`config.mk`:
```
export PLATFORM = sky130hd
export DESIGN_NAME = handshake_arbiter
export DESIGN_NICKNAME = d
export VERILOG_FILES = /design/src/rtl/handshake_arbiter.sv
export SDC_FILE = /design/constraint.sdc
export NUM_CORES = 1
export LEC_CHECK = 0
export ABC_AREA = 1
export CAP_MARGIN = 15
export CORE_AREA = 10 10 65 67
export DETAILED_ROUTE_END_ITERATION = 16
export DIE_AREA = 0 0 75 77
export PLACE_DENSITY = 0.77
export SYNTH_ARGS = -nofsm -noshare
export SYNTH_HDL_FRONTEND = slang
export SYNTH_SLANG_ARGS = --single-unit
```
`constraint.sdc`:
```
create_clock -name clk -period 2 [get_ports clk]
set_input_delay 0.6 -clock clk [delete_from_list [all_inputs] [get_ports clk]]
set_output_delay 0.6 -clock clk [all_outputs]
set_load 0.02 [all_outputs]
```
`src/rtl/handshake_arbiter.sv`:
```
`default_nettype none
// handshake_arbiter: round-robin merge of N_REQ four-phase requesters onto one
// four-phase downstream port. All outputs are registered.
module handshake_arbiter #(
  parameter int N_REQ  = 4,
  parameter int DATA_W = 2
) (
  input  logic                       clk,
  input  logic                       rst,
  input  logic [N_REQ-1:0]           req_in,
  input  logic [N_REQ*DATA_W-1:0]    data_in,
  output logic [N_REQ-1:0]           ack_in,
  output logic                       req_out,
  input  logic                       ack_out,
  output logic [DATA_W-1:0]          data_out,
  output logic [$clog2(N_REQ)-1:0]   grant,
  output logic                       busy,
  output logic [7:0]                 txn_count,
  output logic                       err
);

  localparam int GW = $clog2(N_REQ);

  localparam logic [1:0] S_IDLE = 2'd0;
  localparam logic [1:0] S_REQ  = 2'd1;
  localparam logic [1:0] S_HOLD = 2'd2;
  localparam logic [1:0] S_RTZ  = 2'd3;

  logic [1:0]        state_q,   state_d;
  logic [GW-1:0]     ptr_q,     ptr_d;
  logic [GW-1:0]     grant_q,   grant_d;
  logic [DATA_W-1:0] data_q,    data_d;
  logic              req_out_q, req_out_d;
  logic [N_REQ-1:0]  ack_in_q,  ack_in_d;
  logic              busy_q,    busy_d;
  logic [7:0]        txn_q,     txn_d;
  logic              err_q,     err_d;

  logic              pick_found;
  logic [GW-1:0]     pick_idx;
  logic [GW-1:0]     cand;
  logic [DATA_W-1:0] data_sel;

  // Rotating priority search: first asserted request at or above ptr, wrapping.
  always_comb begin
    pick_found = 1'b0;
    pick_idx   = '0;
    cand       = '0;
    for (int k = 0; k < N_REQ; k++) begin
      cand = GW'((int'(ptr_q) + k) % N_REQ);
      if (!pick_found && req_in[cand]) begin
        pick_found = 1'b1;
        pick_idx   = cand;
      end
    end
  end

  always_comb begin
    data_sel = '0;
    for (int i = 0; i < N_REQ; i++) begin
      if (pick_idx == GW'(i)) data_sel = data_in[i*DATA_W +: DATA_W];
    end
  end

  always_ff @(posedge clk) begin
    if (rst) begin
      state_q   <= S_IDLE;
      ptr_q     <= '0;
      grant_q   <= '0;
      data_q    <= '0;
      req_out_q <= 1'b0;
      ack_in_q  <= '0;
      busy_q    <= 1'b0;
      txn_q     <= '0;
      err_q     <= 1'b0;
    end else begin
      state_q   <= state_d;
      ptr_q     <= ptr_d;
      grant_q   <= grant_d;
      data_q    <= data_d;
      req_out_q <= req_out_d;
      ack_in_q  <= ack_in_d;
      busy_q    <= busy_d;
      txn_q     <= txn_d;
      err_q     <= err_d;
    end
  end

  always_comb begin
    state_d = state_q;
    case (state_q)
      S_IDLE:  if (pick_found)       state_d = S_REQ;
      S_REQ:   if (ack_out)          state_d = S_HOLD;
      S_HOLD:  if (!req_in[grant_q]) state_d = S_RTZ;
      S_RTZ:   if (!ack_out)         state_d = S_IDLE;
      default:                       state_d = S_IDLE;
    endcase
  end

  always_comb begin
    ptr_d     = ptr_q;
    grant_d   = grant_q;
    data_d    = data_q;
    req_out_d = req_out_q;
    ack_in_d  = ack_in_q;
    txn_d     = txn_q;
    err_d     = err_q;
    busy_d    = (state_d != S_IDLE);
    case (state_q)
      S_IDLE: begin
        if (ack_out) err_d = 1'b1;
        if (pick_found) begin
          grant_d   = pick_idx;
          data_d    = data_sel;
          req_out_d = 1'b1;
        end
      end
      S_REQ: begin
        // A withdrawn request is flagged but the handshake still completes.
        if (!req_in[grant_q]) err_d = 1'b1;
        if (ack_out) begin
          ack_in_d          = '0;
          ack_in_d[grant_q] = 1'b1;
        end
      end
      S_HOLD: begin
        if (!req_in[grant_q]) req_out_d = 1'b0;
      end
      S_RTZ: begin
        if (!ack_out) begin
          ack_in_d = '0;
          txn_d    = txn_q + 8'd1;
          ptr_d    = (grant_q == GW'(N_REQ - 1)) ? '0 : grant_q + GW'(1);
        end
      end
      default: ;
    endcase
  end

  assign ack_in    = ack_in_q;
  assign req_out   = req_out_q;
  assign data_out  = data_q;
  assign grant     = grant_q;
  assign busy      = busy_q;
  assign txn_count = txn_q;
  assign err       = err_q;

endmodule
`default_nettype wire

```
---- Word-level counts from Yosys, hierarchy flattened ----
Index checks and enable logic that the tools add are counted.
word-level totals
  flip-flop bits (word level) ............. 23
  bits of input ports ..................... 15
cells by class
  add/subtract/negate cells ............... 5
  order comparisons ....................... 6
  equal/unequal tests ..................... 13
  muxes and demuxes ....................... 39
  bitwise operators ....................... 1
  reduce and logical (&&, ||, !) cells .... 18
operator list
  cell                 count
  $mux 2               13
  $lt 2x3->1 const B   5
  $mux 1               14
  $ne 2x2->1 const B   6
  $bmux 1 s2           5
  $eq 2x2->1 const B   5
  $reduce_and 3->1     3
  $add 8x1->8 const B  1
  $mux 4               2
  $pmux 2 s4           1
  $pmux 4 s2           1
  $reduce_bool 2->1    4
  $add 2x1->2 const B  2
  $add 2x2->2 const B  2
  $eq 2x1->1 const B   2
  $logic_and 1x1->1    4
  $logic_not 2->1      2
  $pmux 1 s2           2
  $reduce_and 2->1     2
  $logic_not 1->1      3
  $demux 1 s2          1
  $ge 2x1->1 const B   1
  $not 1->1            1

---- Logic depth before layout (Yosys ltp) ----
Gate-level depths: netlist (run 1).
  depth after elaboration ................. 17
  mapped depth ............................ 14

---- Worst setup path after synthesis (run 1) ----
OpenSTA, ideal clock, no wires.
  path kind ............................... input to register
  start point ............................. input port req_in[0]
  end point ............................... register busy_q, in the netlist busy
  setup time .............................. 120 ps
  arrival time ............................ 1647 ps
  required time ........................... 1880 ps
  setup slack ............................. 233 ps
  stages .................................. 11
  buffers on the path ..................... 0
  path through ............................ inv_1 nand2_1 nand2_2 nand2_1 nand2_2 nand3_2 or2_1 nand2_2 inv_2 nor3_4 a21oi_2
on the way
  cells in the longest elaborated chain, start to end .. 15
RTL lines
  what                          RTL line  source
  start: declaration            10        input logic [N_REQ-1:0] req_in,
  $bmux 1 s2                    51        if (!pick_found && req_in[cand]) begin
  $mux 1 (not written as such)  51
  $mux 1                        51
  $logic_not 1->1               51
  $logic_and 1x1->1             51
  $mux 1                        51
  $logic_not 1->1               51
  $logic_and 1x1->1             51
  $mux 1                        51
  $logic_not 1->1               51
  $logic_and 1x1->1             51
  $mux 1                        51
  $mux 2                        92        S_IDLE: if (pick_found) state_d = S_REQ;
  $pmux 2 s4 *                  91        case (state_q)
  $reduce_bool 2->1 *           108       busy_d = (state_d != S_IDLE);
  end signal: assignment        83        busy_q <= busy_d;
  end: declaration              35        logic busy_q, busy_d;
Mark *: on every way between the ends. The rest lies on a longest branch, timed or not. The select of a mux whose other input is x is not followed.
A chain may end at the register's enable or synchronous reset.

---- Worst setup path in the final report (run 1) ----
  start point ............................. register ack_in_q[0], in the netlist ack_in[0]
  end point ............................... output port ack_in[0]
RTL lines
  what                      RTL line  source
  start: declaration        34        logic [N_REQ-1:0] ack_in_q, ack_in_d;
  start signal: assignment  82        ack_in_q <= ack_in_d;
  end: declaration          12        output logic [N_REQ-1:0] ack_in,
No word-level cell between the ends.

==> impl_results.md, run 1 <==
- Clock tree sinks: 23
- Arr. time, crit path: 1310 ps
- Layout Cells excl Fill: 296
- Post-synth net total: 231
- CTS clk-pin slew, worst paths: 140 ps
- Relative slew slack: 78.7%
- Yosys cell types: 27
- Post-DP HPWL: 2770 um
- IR drop worst, VDD: 0.564 mV
- Initial Util: 47.0%
- Total gr overflow: 0
- Period utilisation layout: 95.6%
- Clk_skew: 15.5 ps
- PwrDens: 590 mW/mm^2
- Compound-Gate Fraction of Synth Area: 15.2%
- Max Cap Viol: 0
- Outcome: finished, final reports clean
- Largest net degree at the start of global routing: 15
- Full die area: 0.00578 mm^2
- First-pass GRT wire length: 6010 um
- CP required: 1400 ps
- Overall Global Routing Usage: 12.8%
- Initial drt markers: 74
- Wirelength per Cell: 12.4 um
- Critical path class: register to primary output
- LEAKAGE: 1.01 nW
- Vias per inst: 5.00
- Final setup violation count: 0
- WP buf/inv: 1
- Detailed-route via count: 1,479
- Placed cell areas: 0.00188 mm^2
- Worst-Skew Late Latency: 330 ps
- Post-synthesis register bit count: 23
- Critical-path cell list: clkdlybuf4s50_1
- Xor and xnor area share after synthesis: 0%
- Initial antenna violation count: 0
- Largest family of logic cells by synthesized area: simple AND/OR/NAND/NOR gates
- Placed Cells: 291
- DIE WIDTH: 75 um
- WL final: 3660 um
- Syn Area/Cell: 6.63 um^2
- Layout cells sized above 1: 21.3%
- Port buffer count: 33
- Sequential element share of the synthesized area: 32.9%
- Syn Std Cell Area: 0.00140 mm^2
- Worst-path fanout max: 2
- Ports: 34
- Hold Fails Final Rpt: 0
- Mux share of post-synthesis cell area: 0%
- Crit path max-delay family: buffers and inverters
- Placer Congestion: 0.904
- Worst slew pin tran: 319 ps
- Crit path time final: 1910 ps
- Hold WC Path Type: register to register
- CTS tree: done
- Synthesis-to-finish area growth: 41.1%
- ANT cells: 0
- Remaining DRCs: 0
- Startpoint types: register
- Unrepaired setup endpoints after global routing: no
- Synth Warn #: 0
- Detail Route Antenna Nets: 0
- CP max stage delay: 610 ps
- H-tree Lvls: 1
- Row cnt: 20
- Num CTS Buffers: 3
- CORE AREA: 0.00298 mm^2
- Post-synthesis adder-cell area fraction: 4.47%
- Highest clock rate: 523 MHz
- Clock root buffer: clkbuf_4
- Syn Inst Count: 211
- Vias in the first global route: 1,365
- Crit path capture type: primary output
- Maximum root-to-sink buffer count: 2
- # nets final: 284
- Max-slew violations: 0
- Pre-antenna DRT Iters: 4
- Die Y: 77 um
- Setup TNS: 0 ps
- Simple-Gate Fraction of Synth Area: 38.6%
- Design Area, Final: 0.00197 mm^2
- CP max stage cell: clkdlybuf4s50_1
cells in the mapped netlist (all sizes together):
cell type,n,area (um^2)
a21oi,20,108
a32oi,1,8.76
and2,1,6.26
buf,1,11.3
clkbuf,1,3.75
dfxtp,23,460
ha,5,62.6
inv,29,109
nand2,69,304
nand3,15,90.1
nand4,4,25.0
nor2,19,73.8
nor3,3,26.3
nor3b,1,7.51
o21a,1,7.51
o21ai,15,75.1
o21bai,1,7.51
o22ai,1,6.26
or2,1,6.26
state kept, by name, summed over array words and instances, names as in the netlist:
| register | flops |
|---|---|
| txn_count | 8 |
| ack_in | 4 |
| data_out | 2 |
| grant | 2 |
| ptr_q | 2 |
| state_q | 2 |
| busy | 1 |
| err | 1 |
| req_out | 1 |
repair_timing:
item / CTS / global route
setup endpoints to repair: 2 / 13
hold buffers: 0 / 0
pin swaps: 1 / 4
setup buffers: 0 / 1
resized for setup: 1 / 22
cells in the final DEF, fill, tap and decap left out:
cell type        synthesis  final
o21a_1                   1      1
dlygate4sd2_1            0      1
ha_1                     5      5
nand2_1                 55     53
a32oi_1                  1      1
o21ai_0                  9      9
dlymetal6s2s_1           0     10
nand2_4                  2      4
nor3_2                   0      1
inv_4                    0      1
and2_1                   1      1
nand3_1                 12     11
dfxtp_1                 23     23
nor3_4                   1      1
nand4_1                  4      4
o21bai_1                 1      1
o22ai_1                  1      1
clkinvlp_4               0      1
buf_4                    0     17
nor3b_1                  1      1
nor2_2                   1      2
or2_1                    1      1
nor3_1                   2      1
inv_1                   24     22
inv_2                    5      6
nand2_2                 12     12
nor2_1                  18     17
clkdlybuf4s50_1          0     22
nand3_2                  3      4
a21oi_2                  2      4
a21oi_1                 18     16
clkbuf_4                 0      3
o21ai_1                  6      6
cell families after synthesis:
family / count (synthesis)
simple gates: 113
compound gates: 39
buf+inv: 31
flops: 23
fa+ha+maj: 5
path summary, 6_finish.rpt:
path	from	to	slack (ps)	cells after the start
max reg2reg	ptr_q[0]	busy	230	11
min reg2reg	txn_count[7]	txn_count[7]	460	1
min	txn_count[7]	txn_count[7]	460	1
max	ack_in[0]	ack_in[0]	90	1
stage by stage:
stage	power (mW)	worst slack, ps	utilization [%]	hold WS (ps)
final	1.17	87.2	66.3	464
after global routing	1.25	20.7	66.3	483
after CTS	1.15	3.08	63.9	466
after detailed placement	0.934	-343	63.0	445
after global placement	0.930	-327	63.0	440
after floorplan	0.763	233	-	525
routing by layer:
metal / vias to the layer above / global-route usage (%) / share of wire (%)
met1: 659 / 15.8 / 42
li1: 785 / - / -
met5: - / 0 / 0
met3: 4 / 6.69 / 9.6
met2: 31 / 19.1 / 48
met4: 0 / 2.84 / 0.46
power by group:
| group | internal (mW) | switching (mW) | leakage [nW] |
|---|---|---|---|
| clock network | 0.0765 | 0.151 | 0.0139 |
| registers | 0.491 | 0.0234 | 0.188 |
| logic | 0.189 | 0.233 | 0.805 |
area by class of cell:
class / count / area, um^2
Inverter: 29 / 111
Clock buffer: 3 / 22.5
Tap cell: 33 / 41.3
Multi-Input combinational cell: 157 / 850
Clock inverter: 1 / 7.51
Timing Repair Buffer: 50 / 482
Fill cell: 255 / 1000
Sequential cell: 23 / 460
(Power assumes the default switching activity.)
==> inputs of run 2 (changes only) <==
Settings changed: PLACE_DENSITY 0.77 to 0.78.
==> run 2 against run 1 <==
  * Wire length decreased by 1.3%
  * Total power fell by 0.94%
  * Fmax is 0.90% lower
==> impl_results.md, run 2 (same netlist as run 1, synthesis figures left out) <==
- Net Switching: 0.399 mW
- Port buffer count: 33
- CORE AREA: 0.00298 mm^2
- Pwr Total: 1.15 mW
- Commonest non-fill, non-tap cell in the layout: nand2_1
- Clock root buffer: clkbuf_4
- CTS clk-pin slew, worst paths: 130 ps
- Layout cells sized above 1: 19.2%
- Critical path class: register to primary output
- Hold Fails Final Rpt: 0
- Ports: 34
- Unrepaired setup endpoints after global routing: no
- Final setup violation count: 0
- CTS tree: done
- Switching share of power: 34.5%
- Hold-fix buffers, CTS: 0
- Most frequent cells in the layout: nand2_1, clkdlybuf4s50_1, dfxtp_1, inv_1, a21oi_1
- Pre-antenna DRT Iters: 4
- Cell-internal power: 0.756 mW
- Full die area: 0.00578 mm^2
- Max-slew violations: 0
- Critical-path cell list: clkdlybuf4s50_1
- PwrDens: 594 mW/mm^2
- DIE WIDTH: 75 um
- Remaining DRCs: 0
- Relative slew slack: 74.8%
- Seq pwr share: 44.7%
- Crit path time final: 1930 ps
- Maximum root-to-sink buffer count: 2
- ANT cells: 0
- Layout Utilization: 65.2%
- Detailed-route via count: 1,462
- Die Y: 77 um
- Vias per inst: 4.97
- Num CTS Buffers: 3
- Vias in the first global route: 1,358
- Wirelength per Cell: 12.3 um
- Initial Util: 47.0%
- Overall Global Routing Usage: 12.5%
- Share of power burned in the clock network: 18.9%
- IR drop worst, VDD: 0.452 mV
- WL final: 3610 um
- Clock tree sinks: 23
- Crit path max-delay family: buffers and inverters
- Hold WC Path Type: register to register
- Hold_ws: 471 ps
- Period utilisation layout: 96.5%
- WP buf/inv: 1
- Logic pwr share: 36.5%
- Startpoint types: register
- Highest clock rate: 518 MHz
- CP max stage delay: 630 ps
- Initial drt markers: 81
- Largest net degree at the start of global routing: 15
- Layout Cells excl Fill: 294
- Worst-Skew Late Latency: 310 ps
- Arr. time, crit path: 1330 ps
- H-tree Lvls: 1
- Number of flip-flops under the largest register name: 8
- Outcome: finished, final reports clean
- Clk_skew: 10.2 ps
- Placer Congestion: 0.833
- CP required: 1400 ps
- Placed Cells: 290
- Worst-path fanout max: 4
- Worst slew pin tran: 378 ps
- Detail Route Antenna Nets: 0
- Synthesis-to-finish area growth: 38.8%
- Row cnt: 20
- First-pass GRT wire length: 5910 um
- Max Cap Viol: 0
- Crit path capture type: primary output
- # nets final: 282
- Total gr overflow: 0
- CP max stage cell: clkdlybuf4s50_1
- LEAKAGE: 0.947 nW
- Initial antenna violation count: 0
- Post-DP HPWL: 2820 um
-- run 2: cell count changes in the layout (fill, tap and decap cells not counted), sizes merged --
cell	before	now
buf	17	15
clkdlybuf4s50	22	25
dlymetal6s2s	10	7
-- run 2: worst paths after layout --
path	from	endpoint	slack [ps]	cells past startpoint
worst min register to register	ack_in[2]	ack_in[2]	470	2
worst max-delay path	txn_count[1]	txn_count[1]	70	1
worst min-delay path	ack_in[2]	ack_in[2]	470	2
worst max register to register	ptr_q[0]	busy	160	11
-- run 2: stage by stage --
stage | cell area [um^2] | TNS (ps) | setup WS [ps]
6_report | 1940 | 0 | 69.8
5_1_grt | 1940 | 0 | 0.399
4_1_cts | 1900 | 0 | 5.55
3_5_place_dp | 1870 | -2240 | -359
3_3_place_gp | 1870 | -2040 | -342
2_1_floorplan | 1400 | 0 | 233
-- run 2: routing by layer --
metal / global-route usage [%] / vias to the layer above / part of all wire [%]
met5: 0 / - / 0
met4: 2.08 / 0 / 0.58
met3: 6.05 / 4 / 9.5
met2: 20.3 / 35 / 47
met1: 14.3 / 643 / 43
li1: - / 780 / -
-- run 2: power groups by stage --
stage / combinational (mW) / clock (mW) / sequential, mW
6_report: 0.421 / 0.218 / 0.515
3_3_place_gp: 0.406 / 0 / 0.526
3_5_place_dp: 0.413 / 0 / 0.525
4_1_cts: 0.414 / 0.231 / 0.516
5_1_grt: 0.468 / 0.252 / 0.520
2_1_floorplan: 0.205 / 0 / 0.558
-- run 2: what timing repair did --
action                     CTS  global route
resized for setup            2            15
setup endpoints to repair    3             9
buffers inserted             0             0
pin swaps                    1             2
-- run 2: cell type report --
cell class | count | area [um^2]
Fill cell | 280 | 1040
Multi-Input combinational cell | 157 | 840
Sequential cell | 23 | 460
Timing Repair Buffer | 48 | 459
Inverter | 29 | 111
Tap cell | 33 | 41.3
Clock buffer | 3 | 22.5
Clock inverter | 1 | 7.51
==> inputs of run 3 (changes only) <==
Settings changed: CORE_AREA 10 10 65 67 to 2 2 49 69, DIE_AREA 0 0 75 77 to 0 0 51 71, PLACE_DENSITY 0.78 to 0.77.
==> run 3 against run 2 <==
  * Clock-buffer cell count up 1
  * Die area down 37%
  * Largest cell class unchanged
  * Critical endpoint is now grant[1]
  * Critical path type unchanged
  * Final area down 0.45%
  * Non-clock buffer count down 1
  * Largest power group unchanged
  * Flip-flop and latch count unchanged
==> impl_results.md, run 3 (same netlist as run 1, synthesis figures left out) <==
- CP max stage delay: 640 ps
- Largest net degree at the start of global routing: 14
- CP required: 1400 ps
- # nets final: 281
- Ports: 34
- Number of flip-flops under the largest register name: 8
- Max Cap Viol: 0
- Unrepaired setup endpoints after global routing: no
- Setup crit start: grant[1]
- Die Y: 71 um
- CP max stage cell: clkdlybuf4s50_1
- CTS clk-pin slew, worst paths: 80 ps
- Crit path capture type: primary output
- Pwr Total: 1.20 mW
- PwrDens: 623 mW/mm^2
- Placed Cells: 294
- IR drop worst, VDD: 0.421 mV
- First-pass GRT wire length: 5580 um
- Crit path time final: 1920 ps
- Worst-path fanout max: 5
- Outcome: finished, final reports clean
- Clock tree sinks: 23
- Maximum root-to-sink buffer count: 2
- Switching share of power: 32.3%
- Initial drt markers: 20
- LEAKAGE: 0.863 nW
- ANT cells: 0
- Initial Util: 46.1%
- Clock root buffer: clkbuf_8
- Worst-Skew Late Latency: 260 ps
- Highest clock rate: 521 MHz
- WP buf/inv: 1
- Wirelength per Cell: 10.9 um
- Most frequent cells in the layout: nand2_1, clkdlybuf4s50_1, dfxtp_1, inv_1, a21oi_1
- Net Switching: 0.389 mW
- Initial antenna violation count: 0
- Worst slew pin tran: 290 ps
- Row cnt: 24
- Startpoint types: register
- Hold WC Path Type: register to register
- Num CTS Buffers: 3
- Placer Congestion: 0.872
- DIE WIDTH: 51 um
- Layout Cells excl Fill: 299
- Port buffer count: 33
- Layout cells sized above 1: 18.5%
- Final setup violation count: 0
- Detailed-route via count: 1,470
- CTS tree: done
- Vias in the first global route: 1,387
- H-tree Lvls: 1
- DP Worst Slack: -311 ps
- Arr. time, crit path: 1320 ps
- Clk_skew: 2.55 ps
- Total gr overflow: 0
- Max-slew violations: 0
- Overall Global Routing Usage: 19.5%
- FF-to-FF Start: ptr_q[1]
- Relative slew slack: 80.6%
- Commonest non-fill, non-tap cell in the layout: nand2_1
- Worst Slack Setup Final: 82.2 ps
- Critical-path cell list: clkdlybuf4s50_1
- Pre-antenna DRT Iters: 4
- CORE AREA: 0.00303 mm^2
- Crit path max-delay family: buffers and inverters
- Critical path class: register to primary output
- Period utilisation layout: 95.9%
- Hold Crit Start: data_out[0]
- Synthesis-to-finish area growth: 38.2%
- Hold Fails Final Rpt: 0
- Share of power burned in the clock network: 23.5%
- WL final: 3260 um
- Remaining DRCs: 0
- Detail Route Antenna Nets: 0
- Full die area: 0.00362 mm^2
- Logic pwr share: 33.7%
- Vias per inst: 4.92
- Post-DP HPWL: 2580 um
- Seq pwr share: 42.8%
- Cell-internal power: 0.815 mW
==> run 3: changes by cell type in the layout (fill, tap and decap cells not counted), moves of 3 or more <==
cell	change
clkbuf_8	+3
dlymetal6s2s_1	-5
clkdlybuf4s50_1	+4
clkbuf_4	-3
==> run 3: final timing paths <==
path	to	slack (ps)	cells past startpoint
hold reg to reg	data_out[0]	470	2
hold / removal	data_out[0]	470	2
setup / recovery	grant[1]	80	1
setup reg to reg	data_out[0]	290	13
==> run 3: metrics by stage <==
step	hold slack (ps)	TNS [ps]	cell area, um^2	utilization (%)
detailed placement	461	-2280	1860	61.3
finish	472	0	1930	63.7
floorplan	525	0	1400	-
CTS	477	0	1910	62.9
global route	500	0	1930	63.7
global placement	440	-2130	1860	61.3
==> run 3: power groups by stage <==
stage	Sequential (mW)	Combinational, mW	Clock, mW
floorplan	0.558	0.205	0
global placement	0.526	0.402	0
detailed placement	0.526	0.404	0
CTS	0.515	0.405	0.290
global route	0.521	0.452	0.306
finish	0.515	0.406	0.283
==> run 3: worst reg2reg max path, stage by stage, from the launching register on <==
cell     delay [ps]
dfxtp_1         460
inv_2           130
nand2_1          80
nand2_1          70
nand2_1         100
nand2_1          80
nor2_2          100
nand3_1          70
nand3_1         180
nand4_1         130
nand2_1          80
inv_1            40
nand2_1          50
a21oi_1          50
==> run 3: layer usage <==
metal  GRT usage, %  vias to the layer above  wire length, um
li1               -                      777                -
met1           22.5                      652             1390
met2           35.1                       34             1680
met3           1.90                        7              116
met4           9.01                        0               68
met5              0                        -                0
==> run 3: area by class of cell <==
cell class	instances	area [um^2]
clock buffer	4	45.0
fill	278	1100
inverter	29	109
multi-input combinational	157	832
sequential	23	460
tap	39	48.8
timing repair buffer	47	438
==> run 3: what timing repair did <==
item | CTS | global route
pin swaps | 1 | 7
setup buffers | 0 | 1
gates resized for setup | 6 | 5
setup endpoints to repair | 3 | 7
hold buffers | 0 | 0
